<file path="config.mk">
export PLATFORM = sky130hd
export DESIGN_NAME = pc_fetch
export DESIGN_NICKNAME = d
export VERILOG_FILES = /design/src/rtl/pc_fetch.sv
export SDC_FILE = /design/constraint.sdc
export NUM_CORES = 1
export LEC_CHECK = 0
export CAP_MARGIN = 25
export CORE_ASPECT_RATIO = 0.6
export CORE_MARGIN = 2
export CORE_UTILIZATION = 41
export DETAILED_ROUTE_END_ITERATION = 7
export PLACE_DENSITY = 0.81
export SYNTH_ARGS = -nofsm -noshare
export SYNTH_HDL_FRONTEND = slang
export SYNTH_SLANG_ARGS = --single-unit
</file>
<file path="constraint.sdc">
create_clock -name clk -period 2.38 [get_ports clk]
set_clock_uncertainty 0.2 [all_clocks]
set_input_delay 0.476 -clock clk [delete_from_list [all_inputs] [get_ports clk]]
set_output_delay 0.476 -clock clk [all_outputs]
set_load 0.02 [all_outputs]
</file>
<file path="src/rtl/pc_fetch.sv">
// Instruction fetch stage: owns the PC, issues one imem read at a time and hands {pc, inst} to decode.
// Optional misaligned-fetch marker when FETCH_MISALIGN_EN is defined; otherwise PC loads are word-aligned.
module pc_fetch #(
  parameter logic [31:0] RESET_PC = 32'h0000_0000,
  parameter logic [31:0] NOP_INST = 32'h0000_0013
) (
  input  logic        clk,
  input  logic        reset_n,
  input  logic [2:0]  io_pc_sel,
  input  logic [31:0] io_pc_next,
  output logic [31:0] io_pc_pc4,
  output logic        io_imem_req_valid,
  input  logic        io_imem_req_ready,
  output logic [31:0] io_imem_req_addr,
  input  logic        io_imem_resp_valid,
  input  logic [31:0] io_imem_resp_data,
  output logic        io_if_valid,
  input  logic        io_if_ready,
  output logic [31:0] io_if_pc,
  output logic [31:0] io_if_inst,
  output logic        io_if_misalign
);

  typedef enum logic [2:0] {
    S_IDLE,
    S_REQ,
    S_WAIT,
    S_HOLD,
    S_KILL
  } state_t;

  state_t      r_state;
  logic [31:0] r_pc;
  logic [31:0] r_if_pc;
  logic [31:0] r_if_inst;
  logic        r_req_valid;
  logic        r_if_valid;
`ifdef FETCH_MISALIGN_EN
  logic        r_if_misalign;
  logic [31:0] w_start_pc;
`endif

  logic        w_redirect;
  logic        w_fire;
  logic        w_load;
  logic        w_start;
  logic [31:0] w_next_pc;

  assign w_redirect = (io_pc_sel != 3'd0);
  assign w_fire     = r_if_valid && io_if_ready && !w_redirect;
  assign w_load     = w_redirect || w_fire;

`ifdef FETCH_MISALIGN_EN
  assign w_next_pc  = io_pc_next;
  assign w_start_pc = w_load ? w_next_pc : r_pc;
`else
  assign w_next_pc  = io_pc_next & 32'hFFFF_FFFC;
`endif

  // w_start: this cycle launches a fresh fetch of the (possibly just loaded) PC.
  always_comb begin
    // NOTE: default first so every path assigns w_start and no latch is inferred.
    w_start = 1'b0;
    case (r_state)
      S_IDLE:  w_start = 1'b1;
      S_REQ:   w_start = w_redirect && !io_imem_req_ready;
      S_WAIT:  w_start = w_redirect && io_imem_resp_valid;
      S_HOLD:  w_start = w_load;
      S_KILL:  w_start = io_imem_resp_valid;
      default: w_start = 1'b0;
    endcase
  end

  always_ff @(posedge clk or negedge reset_n) begin
    if (!reset_n) begin
      r_state       <= S_IDLE;
      r_pc          <= RESET_PC;
      r_req_valid   <= 1'b0;
      r_if_valid    <= 1'b0;
      r_if_pc       <= 32'h0;
      r_if_inst     <= NOP_INST;
`ifdef FETCH_MISALIGN_EN
      r_if_misalign <= 1'b0;
`endif
    end else begin
      // NOTE: non-blocking throughout; later assignments in this block override earlier ones.
      if (w_load) r_pc <= w_next_pc;

      if (w_start) begin
        r_state     <= S_REQ;
        r_req_valid <= 1'b1;
        r_if_valid  <= 1'b0;
`ifdef FETCH_MISALIGN_EN
        r_if_misalign <= 1'b0;
        // A misaligned PC never reaches memory; decode gets a marker slot instead.
        if (w_start_pc[1:0] != 2'b00) begin
          r_state       <= S_HOLD;
          r_req_valid   <= 1'b0;
          r_if_valid    <= 1'b1;
          r_if_pc       <= w_start_pc;
          r_if_inst     <= NOP_INST;
          r_if_misalign <= 1'b1;
        end
`endif
      end else begin
        case (r_state)
          S_REQ: begin
            if (io_imem_req_ready) begin
              r_req_valid <= 1'b0;
              r_state     <= w_redirect ? S_KILL : S_WAIT;
            end
          end
          S_WAIT: begin
            if (w_redirect) begin
              r_state <= S_KILL;
            end else if (io_imem_resp_valid) begin
              r_state    <= S_HOLD;
              r_if_valid <= 1'b1;
              r_if_pc    <= r_pc;
              r_if_inst  <= io_imem_resp_data;
            end
          end
          default: ;
        endcase
      end
    end
  end

  assign io_pc_pc4         = r_pc + 32'd4;
  assign io_imem_req_valid = r_req_valid;
  assign io_imem_req_addr  = r_pc;
  // A redirect cycle never presents a valid slot, so fire and redirect are exclusive.
  assign io_if_valid       = r_if_valid && !w_redirect;
  assign io_if_pc          = r_if_pc;
  assign io_if_inst        = r_if_inst;
`ifdef FETCH_MISALIGN_EN
  assign io_if_misalign    = r_if_misalign;
`else
  assign io_if_misalign    = 1'b0;
`endif

endmodule

</file>
==> impl_metrics.json <==
{
  "slew_headroom_pct": 65.8,
  "cts_num_sinks": 97,
  "die_h_um": 83.9,
  "synth_top_area_share_pct": 53.9,
  "worst_slew_pin_slew_ns": 0.512,
  "finalMaxSlewViolations": 0,
  "grt_max_degree": 45,
  "area_growth_pct": 69.0,
  "cp.arrival_ns": 1.91,
  "p_comb_share_pct": 28.9,
  "hp-class": "flop to flop",
  "cts_root_buf": "clkbuf_16",
  "synth_ff_type": "dfrtp_1",
  "core-area_um2": 10500,
  "path_max_fanout": 7,
  "dieArea_um2": 11500,
  "cap_violations": 0,
  "start_kind": "flop",
  "timing.final.ws_setup_ns": -0.207,
  "die_w_um": 137,
  "layout-drive-gt1-share_pct": 26.6,
  "vias_per_cell": 4.78,
  "critical-path-top-delay-family": "simple AND/OR/NAND/NOR gates",
  "intPower_w": 0.00324,
  "outcome": "finished, violations left",
  "clock_latency_ns": 0.34,
  "tns_ns": -2.77,
  "p_per_area_nw_per_um2": 637,
  "grt_pass1_vias": 4072,
  "htree_levels": 3,
  "dp_slack_ns": -0.392,
  "cp.required_ns": 1.70,
  "antenna_left": 0,
  "critPathKind": "flop to output pin",
  "p_leak_nw": 3.54,
  "final.min_clock_period_ns": 2.59,
  "ir_drop_mv": 0.478,
  "port-buffer-count": 193,
  "syn_inst": 443,
  "crit_slowest_cell": "dfrtp_2",
  "synth_edf_count": 0,
  "top_usage_layer": "met2",
  "p_switching_w": 0.00146,
  "cts.clk_slew.worst_paths_ns": 0.07,
  "async_reset_ff_share_pct": 100,
  "setup_violations": 25,
  "clkPwrFrac_pct": 28.9,
  "gp_congestion": 0.836,
  "synth_area_um2": 4370,
  "synth_area_leaders": "dfrtp_1 (54%), nand2_1 (16%), mux2_2 (7.2%)",
  "end_kind": "output pin",
  "cts_tree": "done",
  "syn_area_per_cell_um2": 9.85,
  "clock.fmax_mhz": 387,
  "overflow": 0,
  "sequentialPowerShare_pct": 42.2,
  "drt_iter0_markers": 149,
  "critPathBufInv": 2,
  "fin_nets": 759,
  "drc": 0,
  "clock_path_buffers": 2,
  "ys_warn_count": 0,
  "swShare_pct": 31.1,
  "grt_use_met3_pct": 8.26,
  "initial_core_util_pct": 41.8,
  "diodes": 0,
  "dr_total_vias": 3967,
  "yosysSeqAreaShare_pct": 55.7,
  "row_count": 29,
  "violations": "negative setup slack",
  "drt_wl_total_um": 13200,
  "cp_slowest_stage_delay_ns": 0.41,
  "grt_use_met1_pct": 28.2,
  "cts-buffers-inserted": 9,
  "power_w": 0.00470,
  "place_hpwl_um": 9500,
  "synth-seq-cells": 97,
  "final.period_utilization_pct": 109,
  "grt_use_met2_pct": 39.3,
  "hold_violations": 0,
  "ys_types": 42,
  "synth.largest_area_cell": "dfrtp_1",
  "drt_first_pass_iters": 4,
  "wl_per_cell_um": 16.0,
  "grt_pass1_wl_um": 20600,
  "grt_usage_pct": 23.3,
  "crit_chain": "ha_4 -> and3_4 -> nor4b_4 -> buf_6 -> nand4_1 -> xnor2_2 -> buf_4",
  "rsz0062_at_grt": "true",
  "io_pins": 203,
  "antenna_found_initial": 0
}
-- registers in the layout, indices dropped and copies added, names as in the netlist --
name	flops
io_if_inst	32
io_if_pc	30
io_imem_req_addr	30
io_imem_req_valid	1
r_if_valid	1
r_state	3
-- worst min-delay path, cell delays in order (launching register included) --
cell	delay (ns)
dfstp_2	0.37
nand2_1	0.04
nand2_1	0.05
-- worst paths after layout --
kind                                     start             to  slack [ns]  cells after the start
hold / removal                   io_if_inst[4]  io_if_inst[4]        0.27                      2
setup / recovery           io_imem_req_addr[2]  io_pc_pc4[20]       -0.21                      7
min in group asynchronous              reset_n    io_if_pc[8]        0.43                      2
max in group asynchronous              reset_n  io_if_inst[0]        0.85                      3
setup reg to reg                    r_state[1]   io_if_pc[12]        0.62                      5
hold reg to reg                  io_if_inst[4]  io_if_inst[4]        0.27                      2
-- power by group through the flow --
stage | clock (W) | sequential, W | combinational (W)
after floorplan | 0 | 0.00222 | 0.000394
after global placement | 0 | 0.00199 | 0.00132
after detailed placement | 0 | 0.00201 | 0.00135
after CTS | 0.00139 | 0.00198 | 0.00135
after global routing | 0.00145 | 0.00201 | 0.00146
final | 0.00136 | 0.00198 | 0.00136
-- cell usage after synthesis (all sizes together) (2+ instances only) --
master,n
and4,3
nand4,7
dfrtp,94
nand2b,2
mux2,30
dfstp,3
xnor2,20
o21ai,5
nor3,3
nor2,6
nand2,187
and2,2
clkbuf,9
a21oi,5
and3,9
nand3,13
xor2,8
buf,18
inv,3
-- layout by cell type (no fill, tap or decap), types with 3 or more instances in the layout --
cell	Yosys	layout
nand2_1	187	184
clkdlybuf4s50_1	0	162
dfrtp_1	94	92
buf_4	10	71
mux2_2	28	28
xnor2_2	0	16
clkbuf_16	0	9
buf_6	0	9
conb_1	1	7
nand3_2	0	6
xor2_1	8	6
nand4_1	5	5
and3_1	8	5
o21ai_0	5	5
nand3_1	13	4
xnor2_1	20	4
nor2_4	0	4
a21oi_1	5	4
buf_12	0	4
nand3_4	0	3
and4_1	3	3
inv_1	3	3
inv_6	0	3
dfstp_2	3	3
-- area by class of cell --
cell class,count,area (um2)
Fill cell,748,3070
Sequential cell,97,2430
Timing Repair Buffer,253,2390
Multi-Input combinational cell,322,2090
Clock buffer,9,225
Tap cell,139,174
Clock inverter,7,52.6
Inverter,3,11.3
-- metal layers --
layer	wire (um)	part of all wire, %	vias to the layer above
met5	0	0	-
met4	138	1.0	0
met3	1150	8.7	11
met2	6340	48	168
met1	5620	42	1885
li1	-	-	1903
-- cells by family after synthesis --
| family | after synthesis | share of synthesized area [%] |
|---|---|---|
| DFF | 97 | 55.7 |
| muxes | 30 | 7.74 |
| buffers and inverters | 30 | 3.67 |
| other | 1 | 0.0859 |
| and+or+nand+nor | 242 | 25.0 |
| AOI/OAI and AO/OA | 14 | 1.95 |
| xor gates and xnor gates | 28 | 5.62 |
| adders and majority gates | 1 | 0.287 |
-- repair_timing --
action                                  in CTS  in global routing
hold buffers                                 1                  0
hold endpoints to repair                    33                  0
pin swaps                                   15                 16
gates resized for setup                    163                 25
endpoints found under the setup margin      30                 26
buffers inserted                             3                  3
-- stage by stage --
stage / hold slack, ns / instances / instance area, um2 / utilization (%)
after floorplan: -0.0196 / 449 / 4470 / -
after global placement: 0.246 / 807 / 6890 / 65.9
after detailed placement: 0.255 / 807 / 6890 / 65.9
after CTS: 0.265 / 827 / 7250 / 69.4
after global routing: 0.296 / 830 / 7380 / 70.6
final: 0.265 / 830 / 7380 / 70.6
No activity file was read; power rests on OpenSTA's default activity.
